==> src/rtl/mac_rr_scheduler.sv <==
// mac_rr_scheduler: round-robin sharing of one start/done MAC among NREQ requesters, with done timeout
module mac_rr_scheduler #(
  parameter int NREQ    = 4,
  parameter int TIMEOUT = 1000
) (
  input  logic                 clk,
  input  logic                 rst,
  input  logic [NREQ-1:0]      req,
  input  logic [16*NREQ-1:0]   req_a,
  input  logic [16*NREQ-1:0]   req_b,
  output logic [NREQ-1:0]      gnt,
  output logic [NREQ-1:0]      rsp_valid,
  output logic [31:0]          rsp_acc,
  output logic                 rsp_err,
  output logic                 busy,
  output logic                 mac_clr,
  output logic                 mac_start,
  output logic [15:0]          mac_a,
  output logic [15:0]          mac_b,
  input  logic                 mac_done,
  input  logic [31:0]          mac_acc
);
  localparam int IW = (NREQ > 1) ? $clog2(NREQ) : 1;
  localparam int CW = $clog2(TIMEOUT + 1);
  typedef enum logic [2:0] {IDLE, CLR, START, WAIT, RESP} state_t;
  state_t state, state_n;
  logic [IW-1:0] ptr, ptr_n, idx, idx_n, sel;
  logic [IW:0] s;
  logic [CW-1:0] cnt, cnt_n;
  logic [15:0] a_n, b_n;
  logic [31:0] acc_n;
  logic err_n;
  // first requester at or after ptr, wrapping; lowest rotated offset wins
  always_comb begin
    sel = ptr;
    s = '0;
    for (int k = NREQ - 1; k >= 0; k--) begin
      s = {1'b0, ptr} + (IW+1)'(k);
      if (s >= (IW+1)'(NREQ)) s = s - (IW+1)'(NREQ);
      if (req[s[IW-1:0]]) sel = s[IW-1:0];
    end
  end
  // next state plus the data that the registered outputs will carry
  always_comb begin
    state_n = state;
    ptr_n = ptr;
    idx_n = idx;
    cnt_n = cnt;
    a_n = mac_a;
    b_n = mac_b;
    acc_n = rsp_acc;
    err_n = rsp_err;
    case (state)
      IDLE: if (|req) begin
        state_n = CLR;
        idx_n = sel;
        a_n = req_a[{sel, 4'b0000} +: 16];
        b_n = req_b[{sel, 4'b0000} +: 16];
      end
      CLR: state_n = START;
      START: begin
        state_n = WAIT;
        cnt_n = '0;
      end
      WAIT: if (mac_done) begin
        state_n = RESP;
        acc_n = mac_acc;
        err_n = 1'b0;
      end else if (cnt == CW'(TIMEOUT - 1)) begin
        state_n = RESP;
        acc_n = '0;
        err_n = 1'b1;
      end else cnt_n = cnt + 1'b1;
      RESP: begin
        state_n = IDLE;
        ptr_n = (idx == IW'(NREQ - 1)) ? '0 : idx + 1'b1;
      end
      default: state_n = IDLE;
    endcase
  end
  // state and Moore outputs registered from the upcoming state so every pulse lines up with its state
  always_ff @(posedge clk or negedge rst) begin
    if (!rst) begin
      state <= IDLE;
      ptr <= '0;
      idx <= '0;
      cnt <= '0;
      gnt <= '0;
      rsp_valid <= '0;
      rsp_acc <= '0;
      rsp_err <= 1'b0;
      busy <= 1'b0;
      mac_clr <= 1'b0;
      mac_start <= 1'b0;
      mac_a <= '0;
      mac_b <= '0;
    end else begin
      state <= state_n;
      ptr <= ptr_n;
      idx <= idx_n;
      cnt <= cnt_n;
      mac_a <= a_n;
      mac_b <= b_n;
      rsp_acc <= acc_n;
      rsp_err <= err_n;
      gnt <= (state_n == CLR) ? NREQ'(1) << idx_n : '0;
      rsp_valid <= (state_n == RESP) ? NREQ'(1) << idx_n : '0;
      busy <= state_n != IDLE;
      mac_clr <= state_n == CLR;
      mac_start <= state_n == START;
    end
  end
endmodule

==> config.mk <==
export PLATFORM = sky130hd
export DESIGN_NAME = mac_rr_scheduler
export DESIGN_NICKNAME = d
export VERILOG_FILES = /design/src/rtl/mac_rr_scheduler.sv
export SDC_FILE = /design/constraint.sdc
export NUM_CORES = 1
export LEC_CHECK = 0
export BUFFER_PORTS_ARGS = -buffer_cell sky130_fd_sc_hd__buf_2
export CORE_MARGIN = 4
export CORE_UTILIZATION = 41
export CTS_CLUSTER_DIAMETER = 100
export DETAILED_ROUTE_END_ITERATION = 10
export GPL_TIMING_DRIVEN = 1
export MAX_ROUTING_LAYER = met4
export PLACE_DENSITY = 0.78
export SETUP_SLACK_MARGIN = 0.2
export SYNTH_ARGS = -nofsm -noshare
export SYNTH_HDL_FRONTEND = slang
export SYNTH_SLANG_ARGS = --single-unit
==> constraint.sdc <==
create_clock -name clk -period 1.65 [get_ports clk]
set_input_delay 0.33 -clock clk [delete_from_list [all_inputs] [get_ports clk]]
set_output_delay 0.33 -clock clk [all_outputs]
set_load 0.005 [all_outputs]
==> flow_summary.yaml <==
final_layout:
  layout_common_cells: "buf_2, dfrtp_1, mux2i_1"
  n_antenna_cell: 0
  nets: 865
  mostFrequentLayoutCell: "buf_2"
  drive_gt1_share_pct: 56.78
  synthToLayoutAreaGrowth_pct: 62.31
run:
  drv_cap: 0
synth:
  synthMuxAreaShare_pct: 15.19
  synthFlopType: "dfrtp_1"
  ys_async_sr_fraction_pct: 100.0
  synth_xor_area_share_pct: 0.3953
  ys_seq_area_share_pct: 52.51
  ys_seq_elements: 93
  synth_top_family_by_area: "compound AO/OA/AOI/OAI gates"
  syn_area_sq_mm: 0.004432
  synth-edff-count: 0
  synth_simple_gate_area_share_pct: 10.14
  synth-compound-area-share_pct: 17.87
  syn_inst: 378
  ys_types: 48
  syn_nets: 547
  yosys.area_share.adder_pct: 0.5647
  synth_warnings: 0
  syn_avg_cell_area_sq_um: 11.72
power_and_ir_drop:
  p_int_mw: 7.500
  p_leak_nw: 3.825
  pwr-share-seq_pct: 32.0
  power_frac_clock_pct: 13.4
  p_switching_mw: 4.265
  swShare_pct: 36.25
  power.density_mw_per_mm2: 1636
  ir_drop_v: 0.0008304
  p_total_mw: 11.76
  pwr-share-comb_pct: 54.6
timing:
  rsz0062_at_grt: "true"
  post-route-period-util_pct: 112.6
  worst_pin_slew_ps: 406.9
  whs_ps: 172.8
  fmax_mhz: 538.1
  hold_violations: 0
  setup_viol: 78
  maxSlewViolCount: 0
  setup_slack_ps: -208.2
  relSlewSlack_pct: 72.88
  fin_skew_ps: 8.774
  min_period_ps: 1858
clock_network:
  clock_latency_ps: 360
  clk_pin_slew_ps: 100
  htree_levels: 3
  cts_root_buf: "clkbuf_8"
  cts_made_buffers: 9
  cts_sinks: 93
  ctsLongestPathBuffers: 2
  cts_tree: "done"
place:
  gp_congestion: 0.9244
  dp_hpwl_mm: 10.82
  post-place-ws_ps: -328.4
  io_buffers: 242
floorplan:
  core.rowCount: 37
  ioPinCount: 243
  initial_core_util_pct: 42.55
  coreArea_sq_mm: 0.01042
  die_area_sq_mm: 0.01254
  die_y_microns: 112.0
  dieWidth_microns: 112.0
global_routing:
  overflow: 0
  grt_max_degree: 41
  track_usage_pct: 23.30
  grt_pass1_vias: 4663
  grt_pass1_wl_mm: 23.15
  antenna_found_initial: 0
worst_setup_path:
  worstPathRequired_ps: 1900
  critPathMaxFanout: 5
  cp.arrival_ps: 2110
  start_kind: "flop"
  cp-end-kind: "flop"
  worstSetupPathType: "flop to flop"
drt:
  ant_nets: 0
  wirelength_mm: 15.23
  drt-pass1-iter-count: 4
  drc: 0
  routedWlPerCell_microns: 18.20
  vias_per_cell: 5.260
  vias: 4403
  drtIter0Drc: 215
run_status:
  status: "finished, violations left"
  violations: "setup timing"
worst_hold_path:
  hp-class: "input pin to flop"
-- logic make-up (layout without fill, tap and decap cells) --
logic type,Yosys count,in the layout
XOR/XNOR,2,2
buffers and inverters,30,353
AO/OA/AOI/OAI,96,96
AND/OR/NAND/NOR,88,88
flip-flops,93,93
multiplexers,67,67
adder cells (fa/ha/maj),2,2
-- per-layer routing --
layer / wire length (microns) / up-vias / global-route usage, % / part of all wire (%)
met5: 0 / - / - / 0
met4: 386 / 0 / 8.814 / 2.5
met3: 770 / 26 / 4.130 / 5.1
met2: 7874 / 158 / 38.33 / 52
met1: 6200 / 2151 / 28.80 / 41
li1: - / 2068 / - / -
-- power by group through the flow --
stage               sequential (mW)  clock [mW]  combinational (mW)
finish                         3.76        1.58                6.42
global route                   3.88        1.71                6.90
CTS                            3.74        1.60                5.79
detailed placement             3.77           0                5.23
global placement               3.75           0                5.03
floorplan                      3.84           0                2.88
-- registers in the layout, summed over array words and instances (netlist names) --
name	cells
rsp_acc	32
mac_start	1
mac_b	16
idx	2
mac_a	16
gnt	4
rsp_err	1
state	3
busy	1
mac_clr	1
ptr	2
cnt	10
rsp_valid	4
-- cell type report --
type | count | area [sq um]
clock buffer | 11 | 141.4
timing repair buffer | 333 | 2288
clock inverter | 5 | 58.81
multi-input combinational | 255 | 2187
sequential | 93 | 2327
inverter | 4 | 20.02
fill | 781 | 3223
tap | 136 | 170.2
-- synth_stat cells, types with 3 or more instances --
library cell  count  area (sq um)
nor2b_1           6         37.54
dfrtp_1          93          2327
nor3_1            3         15.01
buf_2            10         50.05
nand2_1          41         153.9
o21ai_0           7         35.03
mux2i_1          65         650.6
nand3_1           3         15.01
o221ai_1         32         280.3
nor2_1           14         52.55
a21oi_1           5         25.02
clkbuf_1         12         45.04
inv_1             3         11.26
o21a_1            4         30.03
and3_1            3         18.77
a22o_1           35         306.5
buf_6             3         33.78
-- per-stage QoR --
step / cells / util, % / area [sq um] / setup TNS, ps
6_report: 837 / 69.06 / 7193 / -12160
5_1_grt: 837 / 69.06 / 7193 / -17800
4_1_cts: 825 / 65.81 / 6855 / -10880
3_5_place_dp: 788 / 60.42 / 6294 / -8833
3_3_place_gp: 788 / 60.42 / 6294 / -6689
2_1_floorplan: 378 / - / 4583 / -1015
-- path summary, 6_finish.rpt --
path / start / endpoint / slack [ps] / cells after the start
worst max register to register: cnt[1] / cnt[0] / -210 / 8
worst min register to register: mac_a[8] / mac_a[8] / 490 / 2
worst max-delay path: cnt[1] / cnt[0] / -210 / 8
min in group asynchronous: rst / rsp_acc[9] / 440 / 2
max in group asynchronous: rst / mac_a[14] / 650 / 3
worst min-delay path: mac_acc[30] / rsp_acc[30] / 170 / 2
-- critical path, cell delays in order, from the launching register on --
cell	delay, ps
dfrtp_1	390
ha_2	190
and2_4	150
a41o_4	240
buf_4	150
buf_6	100
buf_6	110
mux2_4	250
a22o_1	180
-- repair_timing --
| action | CTS | global route |
|---|---|---|
| gates resized for setup | 33 | 41 |
| buffers inserted | 17 | 8 |
| pin swaps | 12 | 31 |
| endpoints found under the hold margin | 26 | 0 |
| hold buffers | 1 | 0 |
| gates cloned | 3 | 4 |
| setup endpoints to repair | 83 | 87 |
(Power assumes the default switching activity.)
